<file path="src/rtl/hdlc_rx_deframer.sv">
// HDLC receive deframer: flag/abort detection, zero removal and LSB-first byte assembly.
// Optional FCS check (CRC-16-CCITT residue) is built when HDLC_RX_FCS_EN is defined.
`timescale 1ns/1ps

module hdlc_rx_deframer #(
  parameter int unsigned MAX_BYTES  = 128,
  parameter int unsigned STUFF_ONES = 5
) (
  input  logic       Clk,
  input  logic       Rst,
  input  logic       Rx,
  input  logic       RxEN,
  input  logic       Rx_FCSen,
  output logic [7:0] Rx_Data,
  output logic       Rx_NewByte,
  output logic       Rx_FlagDetect,
  output logic       Rx_AbortDetect,
  output logic       Rx_ValidFrame,
  output logic       Rx_AbortSignal,
  output logic       Rx_EoF,
  output logic       Rx_FrameError,
  output logic       Rx_Overflow,
  output logic       Rx_FCSerr
);

  typedef enum logic {S_IDLE, S_FRAME} state_t;

  localparam logic [7:0] LP_FLAG  = 8'h7E;
  localparam logic [7:0] LP_ABORT = 8'hFE;   // oldest bit (0) sits in r_win[0]
  localparam logic [7:0] LP_STUFF = 8'(STUFF_ONES);

  state_t      r_state;
  logic [7:0]  r_win;
  logic [7:0]  r_mask;
  logic [7:0]  r_ones;
  logic [6:0]  r_shift;
  logic [2:0]  r_bitcnt;
  logic [7:0]  r_bytecnt;
  logic        r_vf_d;
  logic        r_close_err;

  logic        w_flag;
  logic        w_abort;
  logic        w_bit;
  logic        w_exit;
  logic        w_drop;
  logic        w_keep;

  assign w_flag  = (r_win == LP_FLAG);
  assign w_abort = (r_win == LP_ABORT) && !w_flag;
  assign w_bit   = r_win[0];
  // The flag itself must never leave the window into byte assembly.
  assign w_exit  = r_mask[0] && (r_state == S_FRAME) && !w_flag;
  assign w_drop  = w_exit && !w_bit && (r_ones == LP_STUFF);
  assign w_keep  = w_exit && !w_drop;

`ifdef HDLC_RX_FCS_EN
  logic [15:0] r_crc;
  logic        r_fcs_err;
  logic [15:0] w_crc_next;
  logic        w_fcs_bad;

  assign w_crc_next = {1'b0, r_crc[15:1]} ^ ((r_crc[0] ^ w_bit) ? 16'h8408 : 16'h0000);
  assign w_fcs_bad  = (r_bitcnt == 3'd0) && Rx_FCSen && (r_crc != 16'hF0B8);
`else
  logic w_unused_fcsen;
  assign w_unused_fcsen = Rx_FCSen;
  assign Rx_FCSerr      = 1'b0;
`endif

  always_ff @(posedge Clk) begin
    if (Rst || !RxEN) begin
      r_state        <= S_IDLE;
      r_win          <= '0;
      r_mask         <= '0;
      r_ones         <= '0;
      r_shift        <= '0;
      r_bitcnt       <= '0;
      r_bytecnt      <= '0;
      r_vf_d         <= 1'b0;
      r_close_err    <= 1'b0;
      Rx_Data        <= '0;
      Rx_NewByte     <= 1'b0;
      Rx_FlagDetect  <= 1'b0;
      Rx_AbortDetect <= 1'b0;
      Rx_ValidFrame  <= 1'b0;
      Rx_AbortSignal <= 1'b0;
      Rx_EoF         <= 1'b0;
      Rx_FrameError  <= 1'b0;
      Rx_Overflow    <= 1'b0;
`ifdef HDLC_RX_FCS_EN
      r_crc          <= '1;
      r_fcs_err      <= 1'b0;
      Rx_FCSerr      <= 1'b0;
`endif
    end else begin
      Rx_NewByte     <= 1'b0;
      Rx_AbortSignal <= 1'b0;
      Rx_EoF         <= 1'b0;
      Rx_FrameError  <= 1'b0;
`ifdef HDLC_RX_FCS_EN
      Rx_FCSerr      <= 1'b0;
`endif

      r_win          <= {Rx, r_win[7:1]};
      r_mask         <= w_flag ? 8'h80 : {1'b1, r_mask[7:1]};
      Rx_FlagDetect  <= w_flag;
      Rx_AbortDetect <= w_abort;

      if (w_exit) begin
        if (!w_bit)
          r_ones <= '0;
        else if (r_ones != 8'hFF)
          r_ones <= r_ones + 8'd1;
      end

      if (w_keep) begin
        r_shift  <= {w_bit, r_shift[6:1]};
        r_bitcnt <= r_bitcnt + 3'd1;
`ifdef HDLC_RX_FCS_EN
        r_crc    <= w_crc_next;
`endif
        if (r_bitcnt == 3'd7) begin
          Rx_Data    <= {w_bit, r_shift};
          Rx_NewByte <= 1'b1;
          if (r_bytecnt != 8'hFF)
            r_bytecnt <= r_bytecnt + 8'd1;
        end
      end

      r_vf_d <= Rx_ValidFrame;
      if (r_state == S_IDLE) begin
        if (Rx_FlagDetect) begin
          r_state       <= S_FRAME;
          Rx_ValidFrame <= 1'b1;
          r_bitcnt      <= '0;
          r_bytecnt     <= '0;
          r_ones        <= '0;
          r_close_err   <= 1'b0;
`ifdef HDLC_RX_FCS_EN
          r_crc         <= '1;
          r_fcs_err     <= 1'b0;
`endif
        end
      end else begin
        if (Rx_FlagDetect) begin
          // An empty frame between two flags is just flag fill.
          if ((r_bytecnt != 8'd0) || (r_bitcnt != 3'd0)) begin
            r_state       <= S_IDLE;
            Rx_ValidFrame <= 1'b0;
`ifdef HDLC_RX_FCS_EN
            r_close_err   <= (r_bitcnt != 3'd0) || w_fcs_bad;
            r_fcs_err     <= w_fcs_bad;
`else
            r_close_err   <= (r_bitcnt != 3'd0);
`endif
          end
        end else if (Rx_AbortDetect) begin
          r_state        <= S_IDLE;
          Rx_ValidFrame  <= 1'b0;
          Rx_AbortSignal <= 1'b1;
          r_close_err    <= 1'b0;
`ifdef HDLC_RX_FCS_EN
          r_fcs_err      <= 1'b0;
`endif
        end
      end

      if (r_vf_d && !Rx_ValidFrame) begin
        Rx_EoF        <= 1'b1;
        Rx_FrameError <= r_close_err;
`ifdef HDLC_RX_FCS_EN
        Rx_FCSerr     <= r_fcs_err;
`endif
      end

      // Overflow stays visible during the Rx_EoF cycle, then clears.
      if (Rx_EoF)
        Rx_Overflow <= 1'b0;
      else if (Rx_NewByte && (32'(r_bytecnt) > MAX_BYTES))
        Rx_Overflow <= 1'b1;
    end
  end

endmodule

</file>
<file path="config.mk">
export PLATFORM = sky130hd
export DESIGN_NAME = hdlc_rx_deframer
export DESIGN_NICKNAME = d
export VERILOG_FILES = /design/src/rtl/hdlc_rx_deframer.sv
export SDC_FILE = /design/constraint.sdc
export NUM_CORES = 1
export LEC_CHECK = 0
export ABC_CLOCK_PERIOD_IN_PS = 2100
export CAP_MARGIN = 20
export CELL_PAD_IN_SITES_DETAIL_PLACEMENT = 0
export CELL_PAD_IN_SITES_GLOBAL_PLACEMENT = 1
export CORE_MARGIN = 2
export CORE_UTILIZATION = 44
export CTS_CLUSTER_SIZE = 8
export DETAILED_ROUTE_END_ITERATION = 10
export GPL_ROUTABILITY_DRIVEN = 0
export GPL_TIMING_DRIVEN = 0
export PLACE_DENSITY = 0.87
export SYNTH_ARGS = -nofsm -noshare
export SYNTH_HDL_FRONTEND = slang
export SYNTH_SLANG_ARGS = --single-unit
</file>
<file path="constraint.sdc">
create_clock -name Clk -period 2.1 [get_ports Clk]
set_clock_uncertainty 0.1 [all_clocks]
set_input_delay 0.42 -clock Clk [delete_from_list [all_inputs] [get_ports Clk]]
set_output_delay 0.42 -clock Clk [all_outputs]
set_load 0.01 [all_outputs]
</file>
# --- Yosys cells after proc, flatten, opt, wreduce, memory -nomap -nowiden ---
# Cells that the tools add are included.
classes:
  n_addsub: 3
  n_mul: 0
  div: 0
  magnitude_cmp: 1
  n_eq_ne: 7
  n_shift: 0
  n_mux: 30
  n_bitwise: 3
  reduce_logical: 26
ops:
  columns: ["operator", "n"]
  rows:
  - ["2-to-1 mux 8 bit", 10]
  - ["2-to-1 mux 1 bit", 17]
  - ["adder 8 x 1 -> 8 bit, second input constant", 2]
  - ["inequality test 8 bit, second input constant", 2]
  - ["2-to-1 mux 3 bit", 3]
  - ["== test 8 x 3 -> 1 bit, second input constant", 1]
  - ["== test 8 x 7 -> 1 bit, second input constant", 1]
  - ["== test 8 bit, second input constant", 1]
  - ["> comparator 8 bit, second input constant", 1]
  - ["logical AND 1 bit", 8]
  - ["nonzero test 8 bit", 1]
  - ["OR reduction 2 bit", 4]
  - ["zero test 1 bit", 5]
  - ["nonzero test 2 bit", 2]
  - ["adder 3 x 1 -> 3 bit, second input constant", 1]
  - ["== test 3 bit, second input constant", 1]
  - ["inequality test 3 x 2 -> 1 bit, second input constant", 1]
  - ["inverter 1 bit", 3]
  - ["AND reduction 3 bit", 1]
  - ["nonzero test 3 bit", 1]
  - ["OR reduction 3 bit", 1]
  - ["logical OR 1 bit", 2]
  - ["AND reduction 2 bit", 1]
word_totals:
  regBits: 61
  latch_bits: 0
  ramBits: 0
  romBits: 0
  inputBits: 5
  wordCells: 89
  n_memories: 0

# --- Depth between registers and ports, before layout ---
logic_depth:
  ltp_word: 10
  mapped_depth: 7

# --- Worst setup path before layout ---
# No wires, ideal clock.
synth_timing:
  path_type: "reg2reg"
  start: "register r_ones[1]"
  end: "register r_bytecnt[2]"
  arrival_time_ps: 1539
  t_required_ps: 1930
  setup_slack_ps: 390
  path_stages_with_launch: 8
  synth_period_minus_slack_ps: 1710
  cell_sequence: "dfxtp_1 > inv_1 > ha_1 > nor4b_2 > and2_4 > buf_6 > or4_1 > a21oi_1"
synth_between:
  elab_chain_len: 7
synth_rtl:
  columns: ["item", "line_no", "text"]
  rows:
  - ["from (decl)", "35", "logic [7:0] r_ones;"]
  - ["from (signal assigned)", "114", "r_ones <= r_ones + 8'd1;"]
  - ["== test 8 x 3 -> 1 bit (*)", "54", "assign w_drop = w_exit && !w_bit && (r_ones == LP_STUFF);"]
  - ["logical AND 1 bit (*)", "54", null]
  - ["zero test 1 bit (*)", "55", "assign w_keep = w_exit && !w_drop;"]
  - ["logical AND 1 bit (*)", "55", null]
  - ["2-to-1 mux 8 bit (*)", "117", "if (w_keep) begin"]
  - ["2-to-1 mux 8 bit", "133", "if (Rx_FlagDetect) begin"]
  - ["2-to-1 mux 8 bit (*)", "132", "if (r_state == S_IDLE) begin"]
  - ["to (signal assigned)", "127", "r_bytecnt <= r_bytecnt + 8'd1;"]
  - ["to (decl)", "38", "logic [7:0] r_bytecnt;"]
# Mark *: on every way between the ends. The rest lies on a longest branch, timed or not.
# A chain may end at the register's enable or synchronous reset.

# --- Worst setup path in the final report ---
layout_timing:
  start: "input port Rst"
  end: "register r_ones[4]"
layout_between:
  elab_chain_len: 1
layout_rtl:
  columns: ["item", "line_no", "text"]
  rows:
  - ["from (decl)", "10", "input logic Rst,"]
  - ["logical OR 1 bit", "72", "if (Rst || !RxEN) begin"]
# Every way passes these cells.

==> reports/qor.yml <==
power:
  pwr_density_cell_nw_per_um2: 783
  ir_drop_mv: 0.470
  totalPowerFinal_mw: 2.40
  power_leakage_nw: 1.17
grt:
  grt_pass1_wl_mm: 9.33
  grt_pass1_vias: 1916
  grt_max_degree: 11
  overflow: 0
  grt_usage_pct: 19.0
  antenna_found_initial: 0
cts:
  clkSlewWorstSetupHoldPaths_ns: 0.06
  cts_tree: "yes"
  cts_resized: 0
  clock_latency_ns: 0.33
  post-cts-setup-buffer-count: 0
  cts_buffers: 9
  htree_levels: 3
  cts.path.max_buffers: 2
  clockRootBuffer: "clkbuf_8"
  ctsHoldBuffers: 0
  cts_sinks: 61
cells_and_area:
  nets: 314
  nFillCells: 501
  fin_util_pct: 55.4
  layout.cells.non_filler: 378
  area_growth_pct: 20.1
  postLayoutCellArea_um2: 3070
  drive_gt1_share_pct: 9.15
  n_antenna_cell: 0
floorplan:
  dieArea_um2: 6430
  io_pins: 22
  core_area_um2: 5540
  die_y_um: 80.2
  rows: 27
  initial_utilization_pct: 46.1
  die_w_um: 80.2
placement:
  dpl-instance-area_um2: 2830
  dp.cells: 363
  pre_cts_ws_ns: -0.256
  portBuffers: 19
  dpl.hpwl_mm: 3.75
synthesis:
  synth_top_family_by_area: "simple AND/OR/NAND/NOR gates"
  synth-compound-area-share_pct: 9.06
  syn-cell-area_um2: 2550
  synth_nets: 284
  ys_seq_area_share_pct: 47.8
  synthArstFlopShare_pct: 0
  syn_inst: 272
  synthFlopType: "dfxtp_1"
  yosys.area_share.simple_pct: 27.7
  synth_xor_area_share_pct: 0
  muxShareOfSynthArea_pct: 7.45
  synth_top_area_share_pct: 47.8
  synth_area_per_cell_um2: 9.39
  yosysTopAreaCell: "dfxtp_1"
  yosysWarnings: 0
  ys_ff_latch: 61
  synth_fa_ha_area_share_pct: 3.43
  synth_cell_type_count: 44
  yosys-top-cells-area: "dfxtp_1 (48%), mux2i_1 (7.4%), nand2_1 (4.7%)"
  synth_edf_count: 0
timing:
  setup_viol: 0
  maxSlewViolCount: 0
  tightest_slew_ns: 0.572
  fin_crit_sh_pct: 91.6
  rsz0062_at_grt: "false"
  max_freq_mhz: 520
  final.setup.tns_ns: 0
  post-route-min-period_ns: 1.92
  hold_viol_final: 0
  setup_ws_ns: 0.176
  whs_ns: 0.345
  slew_headroom_pct: 61.6
routing:
  drt-total-wl_mm: 5.30
  drc_errors: 0
  drt_pass1_iterations: 4
  vias: 2021
  ant_nets: 0
  viasPerCell: 5.35
  maxUsedRoutingLayer: "met4"
  drt_iter0_markers: 76
  wl_met2_mm: 2.57
  drt-met1-wl_mm: 2.50
  met3_length_um: 205
  wire_per_inst_um: 14.0
job:
  cap_violations: 0
setup_path:
  cp_max_fo: 10
  cp-end-kind: "register"
  crit_type: "in -> reg"
  startpoint: "Rst"
  cp.required_ns: 2.19
  start_kind: "input pin"
  cp.arrival_ns: 2.01
  r2r_start: "r_bitcnt[0]"
run_status:
  outcome: "finished, final reports clean"
hold_path:
  hp-class: "reg -> reg"
  min-delay-start: "Rx_EoF"
final timing paths:
check / slack [ns] / cells past startpoint / endpoint
worst max-delay path: 0.18 / 6 / r_ones[4]
worst min-delay path: 0.35 / 1 / Rx_Overflow
worst max register to register: 0.18 / 6 / r_bytecnt[5]
worst min register to register: 0.35 / 1 / Rx_Overflow
placed cells by master, fill, tap and decap left out, types with 6 or more instances in the layout:
cell              n
dfxtp_1          61
nand2_1          32
mux2i_1          19
clkdlybuf4s50_1  19
a21oi_1          12
and3_1           11
and2_1           11
inv_1            10
nand3_1           9
nor2_1            9
clkbuf_8          9
clkbuf_1          7
o21ai_0           7
nor3_1            7
ha_1              7
a31oi_1           6
or3_1             6
nand4_1           6
cell families after synthesis:
| logic type | count (synthesis) |
|---|---|
| other | 1 |
| muxes | 19 |
| adders and majority gates | 7 |
| buffers and inverters | 23 |
| AOI/OAI and AO/OA | 38 |
| and+or+nand+nor | 123 |
| DFF | 61 |
cell type report:
| class | instances | area, um2 | share of cell area [%] |
|---|---|---|---|
| clock buffer | 10 | 128 | 4.16 |
| inverter | 11 | 41.3 | 1.35 |
| timing repair buffer | 19 | 190 | 6.20 |
| buffer | 12 | 70.1 | 2.28 |
| multi-input combinational | 188 | 1230 | 40.0 |
| sequential | 61 | 1220 | 39.8 |
| tap | 72 | 90.1 | 2.94 |
| clock inverter | 5 | 100 | 3.26 |
flip-flops by register name, indices dropped and copies added (netlist names), 3 cells and up:
| register | count |
|---|---|
| r_mask | 8 |
| r_bytecnt | 8 |
| Rx_Data | 8 |
| r_win | 8 |
| r_bitcnt | 3 |
| r_ones | 8 |
| r_shift | 7 |
cells in the mapped netlist (6+ instances only):
| cell type | n |
|---|---|
| dfxtp_1 | 61 |
| nand2_1 | 32 |
| mux2i_1 | 19 |
| a21oi_1 | 12 |
| and2_1 | 11 |
| and3_1 | 11 |
| inv_1 | 10 |
| nand3_1 | 9 |
| nor2_1 | 9 |
| ha_1 | 7 |
| nor3_1 | 7 |
| o21ai_0 | 7 |
| a31oi_1 | 6 |
| clkbuf_1 | 6 |
| nand4_1 | 6 |
| or3_1 | 6 |
where the power goes:
group          total (mW)  switching [mW]  internal (mW)  leakage, nW
clock                1.20           0.425          0.778        0.116
sequential           1.16         0.00150           1.16        0.492
combinational      0.0378          0.0249         0.0129        0.564
metal layers:
metal	vias up	track usage (%)
li1	1042	-
met1	938	23.7
met2	39	30.5
met3	2	6.18
met4	0	6.95
met5	-	0
worst max-delay path, stage by stage:
cell and delay, ns:
clkdlybuf4s50_1 0.44, nand2b_1 0.12, clkbuf_1 0.41, nor2_4 0.14, o21ai_1 0.35, nor3_1 0.13
No activity file was read; power rests on OpenSTA's default activity.
